===== src/rtl/cache_control_pkg.sv =====
// cache_control_pkg
//   Shared types for the L1 cache controller: set index type, controller
//   state encoding, physical-memory address-select codes and a saturating
//   counter helper used by the optional performance counters.
package cache_control_pkg;

  typedef logic [2:0] lc3b_c_set;

  typedef enum logic [1:0] {
    IDLE       = 2'd0,
    WRITE_BACK = 2'd1,
    ALLOCATE   = 2'd2
  } cache_state_t;

  typedef enum logic [1:0] {
    PMEM_CPU  = 2'd0,
    PMEM_WAY0 = 2'd1,
    PMEM_WAY1 = 2'd2
  } pmem_addr_sel_t;

  // Write-back address comes from whichever way holds the victim line.
  function automatic pmem_addr_sel_t victim_addr_sel(input logic victim);
    return victim ? PMEM_WAY1 : PMEM_WAY0;
  endfunction

  function automatic logic [15:0] sat_inc16(input logic [15:0] v);
    return (v == 16'hFFFF) ? v : v + 16'd1;
  endfunction

endpackage


===== src/rtl/cache_control_lru.sv =====
// lru_array
//   One LRU bit per set: the index of the least-recently-used way, which is
//   also the replacement victim. Combinational read, synchronous write,
//   asynchronous clear.
// Ports:
//   clk, reset_n   clock and async active-low reset
//   set            set index (shared by read and write)
//   rd_data        LRU bit of 'set'
//   we, wr_data    write enable and new LRU bit for 'set'
module lru_array #(
  parameter int SET_W    = 3,
  parameter int NUM_SETS = 8
) (
  input  logic             clk,
  input  logic             reset_n,
  input  logic [SET_W-1:0] set,
  output logic             rd_data,
  input  logic             we,
  input  logic             wr_data
);

  logic [NUM_SETS-1:0] lru_bits;

  always_ff @(posedge clk or negedge reset_n) begin
    if (!reset_n) begin
      lru_bits <= '0;
    end else if (we) begin
      lru_bits[set] <= wr_data;
    end
  end

  assign rd_data = lru_bits[set];

endmodule


===== src/rtl/cache_control.sv =====
// cache_control
//   Controller for the 2-way set-associative L1 cache. Handles CPU hits,
//   dirty-victim write-back and line allocation; owns the per-set LRU bits.
//   No data passes through this block.
//
//   state      | meaning
//   IDLE       | lookup; hit completes the request, miss starts a fill
//   WRITE_BACK | dirty victim being written to physical memory
//   ALLOCATE   | line being read from physical memory into the victim
//
// Ports:
//   clk, reset_n                 clock, async active-low reset
//   set                          set index of the CPU address
//   mem_read/mem_write/mem_resp  CPU handshake (resp is a one-cycle pulse)
//   way*_hit, way*_dirty         per-way status
//   way*_lru_in                  one-hot victim select to the ways
//   write_back                   line-load strobe to the ways
//   datamux_sel, writemux_sel    way input muxes
//   pmem_addr_sel                0 CPU, 1 way0, 2 way1 address
//   pmem_read/pmem_write/pmem_resp  physical memory handshake
//   hit_count, miss_count        performance counters
//
// Build option: CACHE_PERF_CNT_EN enables the saturating 16-bit hit/miss
// counters; otherwise both counter ports are tied to zero.
module cache_control
  import cache_control_pkg::*;
#(
  parameter int SET_W    = $bits(lc3b_c_set),
  parameter int NUM_SETS = 2**SET_W
) (
  input  logic             clk,
  input  logic             reset_n,
  input  logic [SET_W-1:0] set,
  input  logic             mem_read,
  input  logic             mem_write,
  output logic             mem_resp,
  input  logic             way0_hit,
  input  logic             way1_hit,
  input  logic             way0_dirty,
  input  logic             way1_dirty,
  output logic             way0_lru_in,
  output logic             way1_lru_in,
  output logic             write_back,
  output logic             datamux_sel,
  output logic             writemux_sel,
  output logic [1:0]       pmem_addr_sel,
  output logic             pmem_read,
  output logic             pmem_write,
  input  logic             pmem_resp,
  output logic [15:0]      hit_count,
  output logic [15:0]      miss_count
);

  cache_state_t   state, state_nxt;
  pmem_addr_sel_t addr_sel;
  logic           victim;
  logic           lru_we;
  logic           lru_wdata;
  logic           req;
  logic           hit;
  logic           hit_way;
  logic           victim_dirty;

  lru_array #(
    .SET_W   (SET_W),
    .NUM_SETS(NUM_SETS)
  ) u_lru (
    .clk    (clk),
    .reset_n(reset_n),
    .set    (set),
    .rd_data(victim),
    .we     (lru_we),
    .wr_data(lru_wdata)
  );

  always_ff @(posedge clk or negedge reset_n) begin
    if (!reset_n) begin
      state <= IDLE;
    end else begin
      state <= state_nxt;
    end
  end

  assign req          = mem_read | mem_write;
  assign hit          = way0_hit | way1_hit;
  // Both ways hitting is illegal; way0 takes priority.
  assign hit_way      = ~way0_hit;
  assign victim_dirty = victim ? way1_dirty : way0_dirty;

  assign way0_lru_in   = ~victim;
  assign way1_lru_in   = victim;
  assign pmem_addr_sel = addr_sel;

  always_comb begin
    state_nxt    = state;
    mem_resp     = 1'b0;
    write_back   = 1'b0;
    datamux_sel  = 1'b0;
    writemux_sel = 1'b0;
    pmem_read    = 1'b0;
    pmem_write   = 1'b0;
    addr_sel     = PMEM_CPU;
    lru_we       = 1'b0;
    lru_wdata    = 1'b0;

    case (state)
      IDLE: begin
        if (req && hit) begin
          mem_resp  = 1'b1;
          lru_we    = 1'b1;
          lru_wdata = ~hit_way;
          // Read+write together is treated as a write.
          if (mem_write) begin
            writemux_sel = 1'b1;
            datamux_sel  = 1'b1;
          end
        end else if (req) begin
          state_nxt = victim_dirty ? WRITE_BACK : ALLOCATE;
        end
      end
      WRITE_BACK: begin
        pmem_write = 1'b1;
        addr_sel   = victim_addr_sel(victim);
        if (pmem_resp) begin
          state_nxt = ALLOCATE;
        end
      end
      ALLOCATE: begin
        pmem_read = 1'b1;
        // Line is installed even if the CPU dropped its request; the
        // following IDLE lookup produces the response.
        if (pmem_resp) begin
          write_back = 1'b1;
          state_nxt  = IDLE;
        end
      end
      default: begin
        state_nxt = IDLE;
      end
    endcase
  end

`ifdef CACHE_PERF_CNT_EN
  logic [15:0] hit_q;
  logic [15:0] miss_q;
  logic        miss_evt;

  assign miss_evt = (state == IDLE) && (state_nxt != IDLE);

  always_ff @(posedge clk or negedge reset_n) begin
    if (!reset_n) begin
      hit_q  <= '0;
      miss_q <= '0;
    end else begin
      if (mem_resp) begin
        hit_q <= sat_inc16(hit_q);
      end
      if (miss_evt) begin
        miss_q <= sat_inc16(miss_q);
      end
    end
  end

  assign hit_count  = hit_q;
  assign miss_count = miss_q;
`else
  assign hit_count  = 16'd0;
  assign miss_count = 16'd0;
`endif

endmodule


===== config.mk =====
export PLATFORM = sky130hd
export DESIGN_NAME = cache_control
export DESIGN_NICKNAME = d
export VERILOG_FILES = /design/src/rtl/cache_control_pkg.sv /design/src/rtl/cache_control_lru.sv /design/src/rtl/cache_control.sv
export SDC_FILE = /design/constraint.sdc
export NUM_CORES = 1
export LEC_CHECK = 0
export ABC_CLOCK_PERIOD_IN_PS = 1510
export BUFFER_PORTS_ARGS = -buffer_cell sky130_fd_sc_hd__buf_2
export CAP_MARGIN = 20
export CORE_MARGIN = 2
export CORE_UTILIZATION = 39
export CTS_BUF_LIST = sky130_fd_sc_hd__clkbuf_4
export DETAILED_ROUTE_END_ITERATION = 8
export PLACE_DENSITY = 0.83
export SLEW_MARGIN = 5
export SYNTH_ARGS = -nofsm -noshare
export SYNTH_HDL_FRONTEND = slang
export SYNTH_SLANG_ARGS = --single-unit

===== constraint.sdc =====
create_clock -name clk -period 1.51 [get_ports clk]
set_input_delay 0.2265 -clock clk [delete_from_list [all_inputs] [get_ports clk]]
set_output_delay 0.2265 -clock clk [all_outputs]
set_load 0.03 [all_outputs]

* Word level (Yosys, flattened, before mapping) *
Cells that the tools add are included.

storage, ports and cells
  logic and storage cells = 42
  memories = 0
  bits in registers = 10
  bits of input ports = 12
  bits in read-only memories = 0
  output and inout bits = 42
  bits in latches = 0
  memory bits (writable) = 0

operators by class
  add/subtract/negate cells = 0
  shift-type cells = 0
  equality and inequality tests = 6
  multiplexer cells = 25
  bitwise gates (word level) = 3
  magnitude comparators = 2
  div/mod/pow operators = 0
  $mul = 0
  reduce and logical (&&, ||, !) cells = 4

operator list
  operator            count
  $mux 1              14
  $mux 2              7
  $bwmux 8            1
  $ne 2x2->1 const B  4
  $pmux 2 s3          1
  $lt 3x4->1 const B  1
  $reduce_and 4->1    1
  $bmux 1 s3          1
  $demux 1 s3         1
  $ge 3x1->1 const B  1
  $eq 2x1->1 const B  1
  $eq 2x2->1 const B  1
  $logic_and 1x1->1   2
  $logic_not 2->1     1
  $or 1x1->1          2
  $not 1->1           1

* Depth between registers and ports, before layout *
  depth after elaboration = 7
  depth in mapped cells = 7
  mapped depth without buffers = 7

* Hierarchy *
A second synthesis with hierarchy kept.

unflattened totals
  cells, all modules = 86
  area, all modules = 878.3 um^2

by module, submodules not included
  module         instances  area an instance (um^2)  cells each  seq. area each (um^2)
  lru_array      1          450.4                    30          200.2
  cache_control  1          427.9                    56          50.0

* Least setup slack after synthesis *
Ideal clock, no wire load.

  path kind = flip-flop to output port
  start point = reg u_lru.lru_bits[0]
  end point = out pmem_addr_sel[1]
  buffers on the path = 0
  cell stages (with the launch flop) = 6
  setup slack = -0.382 ns
  data required time = 1.283 ns
  arrival = 1.666 ns
  cells stage by stage = dfrtp_1 -> or3b_1 -> a21oi_1 -> a211o_2 -> inv_1 -> nor2_1

between the ends
  longest elaborated chain between the ends = 4

RTL lines
  element                           line                     RTL
  start: declaration                cache_control_lru.sv:22  logic [NUM_SETS-1:0] lru_bits;
  start signal: indexed assignment  cache_control_lru.sv:28  lru_bits[set] <= wr_data;
  $bmux 1 s3                        cache_control_lru.sv:32  assign rd_data = lru_bits[set];
  $mux 1 (implied by the code)      cache_control_lru.sv:32
  via way1_lru_in                   cache_control.sv:42      output logic way1_lru_in,
  $mux 2                            cache_control_pkg.sv:23  return victim ? PMEM_WAY1 : PMEM_WAY0;
  $mux 2                            cache_control.sv:106     case (state)
  end: declaration                  cache_control.sv:46      output logic [1:0] pmem_addr_sel,

The timed path passes the listed nets, and every way through them passes these cells. The select of a mux whose other input is x is not followed.

* Worst setup path after layout *
  start point = reg u_lru.lru_bits[6]
  end point = out way1_lru_in

between the ends
  longest elaborated chain between the ends = 2

RTL lines
  element                       line
  $bmux 1 s3                    cache_control_lru.sv:32
  $mux 1 (implied by the code)  cache_control_lru.sv:32
  end: declaration              cache_control.sv:42

Every way passes these cells. The select of a mux whose other input is x is not followed.

==> run_summary.xml <==
<?xml version="1.0" encoding="UTF-8"?>
<metrics>
  <group name="status">
    <metric name="run_status" unit="">finished, violations left</metric>
    <metric name="violations" unit="">negative setup slack</metric>
  </group>
  <group name="synthesis">
    <metric name="synth_flop_cell" unit="">sky130_fd_sc_hd__dfrtp_1</metric>
    <metric name="number_of_enable_flip_flop_cells_after_synthesis" unit="">0</metric>
    <metric name="yosys_warnings" unit="">0</metric>
    <metric name="yosysUniqueCellTypes" unit="">27</metric>
    <metric name="yosys_register_bits" unit="">10</metric>
    <metric name="netlist_instances" unit="">104</metric>
    <metric name="netlist_area" unit="um^2">865</metric>
    <metric name="synth_async_sr_flop_share" unit="%">100</metric>
    <metric name="avg_inst_size_synth" unit="um^2">8.31</metric>
    <metric name="yosysSeqAreaShare" unit="%">28.9</metric>
  </group>
  <group name="clock_network">
    <metric name="cts-buffers-inserted" unit="">3</metric>
    <metric name="clock-root-buffer" unit="">sky130_fd_sc_hd__clkbuf_4</metric>
    <metric name="cts_max_level" unit="">1</metric>
    <metric name="cts.sinks" unit="">10</metric>
    <metric name="clockBufferDepth" unit="">2</metric>
    <metric name="clk_latency" unit="ns">0.27</metric>
    <metric name="tritoncts" unit="">yes</metric>
    <metric name="cts.clk_slew.worst_paths" unit="ns">0.07</metric>
  </group>
  <group name="layout">
    <metric name="post_layout_nonfiller_instances" unit="">170</metric>
    <metric name="drive_above_1_share" unit="%">39.4</metric>
    <metric name="final_cell_area" unit="um^2">1120</metric>
    <metric name="finalCoreUtilization" unit="%">52.2</metric>
    <metric name="area_delta_synth_final" unit="%">29.7</metric>
    <metric name="final_common_cell" unit="">sky130_fd_sc_hd__conb_1</metric>
    <metric name="fin_nets" unit="">155</metric>
    <metric name="n_antenna_cell" unit="">0</metric>
    <metric name="layout_common_cells" unit="">sky130_fd_sc_hd__conb_1 (32), sky130_fd_sc_hd__buf_4 (18), sky130_fd_sc_hd__o21ai_0 (12), sky130_fd_sc_hd__buf_2 (12), sky130_fd_sc_hd__dfrtp_1 (10)</metric>
  </group>
  <group name="route">
    <metric name="dr.pass1.iters" unit="">4</metric>
    <metric name="detail_route.drc_violations" unit="">0</metric>
    <metric name="finalWirelength" unit="um">2150</metric>
    <metric name="initial_drt_markers" unit="">44</metric>
    <metric name="dr_total_vias" unit="">776</metric>
    <metric name="antenna_left" unit="">0</metric>
    <metric name="detail_route.vias_per_cell" unit="">4.56</metric>
    <metric name="wl_per_cell" unit="um">12.6</metric>
  </group>
  <group name="pwr">
    <metric name="part_of_the_power_in_the_clock_network" unit="%">11.5</metric>
    <metric name="p_switching" unit="uW">765</metric>
    <metric name="share_comb_of_total_power" unit="%">60.6</metric>
    <metric name="p_total" unit="uW">1710</metric>
    <metric name="power.sequential.fraction" unit="%">27.9</metric>
    <metric name="peakVddDrop" unit="mV">0.715</metric>
    <metric name="power_report.internal_total" unit="uW">945</metric>
    <metric name="power.share.switching" unit="%">44.7</metric>
    <metric name="cellLeakagePower" unit="uW">0.000579</metric>
    <metric name="pwrdens" unit="nW/um^2">1520</metric>
  </group>
  <group name="floorplanning">
    <metric name="io_pins" unit="">54</metric>
    <metric name="initial_utilization" unit="%">40.2</metric>
    <metric name="fp-row-count" unit="">17</metric>
    <metric name="fp.coreArea" unit="um^2">2150</metric>
    <metric name="die_y" unit="um">51.1</metric>
    <metric name="fp.dieW" unit="um">51.1</metric>
    <metric name="die-area" unit="um^2">2610</metric>
  </group>
  <group name="place">
    <metric name="place.detailed.instances" unit="">156</metric>
    <metric name="gp_congestion" unit="">0.812</metric>
    <metric name="detailed_place.area" unit="um^2">927</metric>
    <metric name="place.port_buffers" unit="">21</metric>
    <metric name="place.detailed.hpwl" unit="um">1380</metric>
  </group>
  <group name="grt">
    <metric name="global_route.usage.total" unit="%">15.5</metric>
    <metric name="antenna_violations_before_repair" unit="">0</metric>
    <metric name="maximum_number_of_pins_on_one_net_before_global_route_repair" unit="">11</metric>
    <metric name="grt_pass1_wl" unit="um">3020</metric>
    <metric name="grt_pass1_vias" unit="">654</metric>
    <metric name="grt_remaining_overflow" unit="">0</metric>
  </group>
  <group name="sta">
    <metric name="finalWorstSetupSlack" unit="ns">-0.261</metric>
    <metric name="final-setup-viol-count" unit="">9</metric>
    <metric name="timing.final.crit_period" unit="ns">1.77</metric>
    <metric name="setup_tns" unit="ns">-1.39</metric>
    <metric name="final_max_slew_viol_count" unit="">0</metric>
    <metric name="post-route-period-util" unit="%">117</metric>
    <metric name="finalHoldViolCount" unit="">0</metric>
    <metric name="timing.fmax" unit="MHz">565</metric>
    <metric name="grt_setup_unrepaired" unit="">yes</metric>
    <metric name="largest_clock_skew_in_the_final_design" unit="ns">0.00712</metric>
  </group>
  <group name="worst_setup_path">
    <metric name="crit_arrival" unit="ns">1.54</metric>
    <metric name="cp-start-kind" unit="">flop</metric>
    <metric name="cp-end-kind" unit="">output port</metric>
    <metric name="cp.required" unit="ns">1.28</metric>
    <metric name="crit_fanout" unit="">3</metric>
    <metric name="critPathKind" unit="">flop to output port</metric>
  </group>
  <group name="job">
    <metric name="cap_violations" unit="">0</metric>
  </group>
  <group name="worst_hold_path">
    <metric name="min_path_type" unit="">input port to flop</metric>
  </group>
</metrics>
==> layout make-up <==
| class | count | area [um^2] |
|---|---|---|
| Clock buffer | 3 | 22.5 |
| Fill cell | 205 | 1030 |
| Tap cell | 28 | 35.0 |
| Timing Repair Buffer | 39 | 295 |
| Inverter | 4 | 15.0 |
| Sequential cell | 10 | 250 |
| Clock inverter | 1 | 3.75 |
| Multi-Input combinational cell | 85 | 499 |
==> worst paths after layout <==
path | start | end | slack, ns | cells past startpoint
min | pmem_resp | state[0] | 0.23 | 2
max reg2reg | u_lru.lru_bits[6] | state[1] | -0.21 | 6
max | u_lru.lru_bits[6] | way1_lru_in | -0.26 | 5
min reg2reg | u_lru.lru_bits[4] | u_lru.lru_bits[4] | 0.52 | 2
min in group asynchronous | reset_n | u_lru.lru_bits[2] | 0.34 | 2
max in group asynchronous | reset_n | u_lru.lru_bits[3] | 0.96 | 2
==> worst max-delay path: stages (launching register included) <==
cell and delay, ns:
sky130_fd_sc_hd__dfrtp_1 0.40, sky130_fd_sc_hd__mux2i_1 0.14, sky130_fd_sc_hd__o21ai_1 0.07, sky130_fd_sc_hd__a211o_2 0.36, sky130_fd_sc_hd__buf_4 0.17, sky130_fd_sc_hd__buf_6 0.14
==> routing by layer <==
metal | track usage, % | share of wire (%) | vias up
li1 | - | - | 365
met1 | 18.3 | 37 | 362
met2 | 27.3 | 53 | 39
met3 | 5.56 | 6.6 | 10
met4 | 2.70 | 3.7 | 0
met5 | 0 | 0 | -
==> state kept, by name, summed over array words and instances, names as in the netlist <==
register	cells
state	2
u_lru.lru_bits	8
==> kinds of logic after synthesis <==
| logic type | Yosys count | share of synthesized area, % |
|---|---|---|
| buffers and inverters | 40 | 32.9 |
| and+or+nand+nor | 26 | 16.5 |
| AOI/OAI and AO/OA | 22 | 15.3 |
| DFF | 10 | 28.9 |
| muxes | 5 | 5.93 |
| other | 1 | 0.434 |
==> cell usage after synthesis (2+ instances only) <==
master,count,area share (%)
sky130_fd_sc_hd__inv_1,4,1.7
sky130_fd_sc_hd__nand2_1,4,1.7
sky130_fd_sc_hd__o31ai_1,3,2.6
sky130_fd_sc_hd__nor2_1,5,2.2
sky130_fd_sc_hd__mux2i_1,4,4.6
sky130_fd_sc_hd__buf_4,33,29
sky130_fd_sc_hd__dfrtp_1,10,29
sky130_fd_sc_hd__nand3_1,3,1.7
sky130_fd_sc_hd__and2_1,2,1.4
sky130_fd_sc_hd__buf_2,2,1.2
sky130_fd_sc_hd__nand2b_1,5,3.6
sky130_fd_sc_hd__o21ai_0,14,8.1
==> stage by stage <==
step	setup slack (ns)	hold WS, ns
2_1_floorplan	-0.188	-0.0691
3_3_place_gp	-0.0965	0.0978
3_5_place_dp	-0.111	0.103
4_1_cts	-0.236	0.210
5_1_grt	-0.337	0.226
6_report	-0.261	0.231
==> power groups by stage <==
stage               Sequential, uW  Combinational, uW  Clock [uW]
finish                         477               1040         196
global route                   487               1100         219
CTS                            467                905         202
detailed placement             472                738           0
global placement               463                711           0
floorplan                      449                627           0
==> repair_timing <==
action,4_1_cts,5_1_grt
pin swaps,6,2
gates resized for setup,18,11
buffers inserted,6,3
endpoints found under the hold margin,10,0
hold buffers,1,0
setup endpoints to repair,10,13
cloned,0,0
No activity file was read; power rests on OpenSTA's default activity.
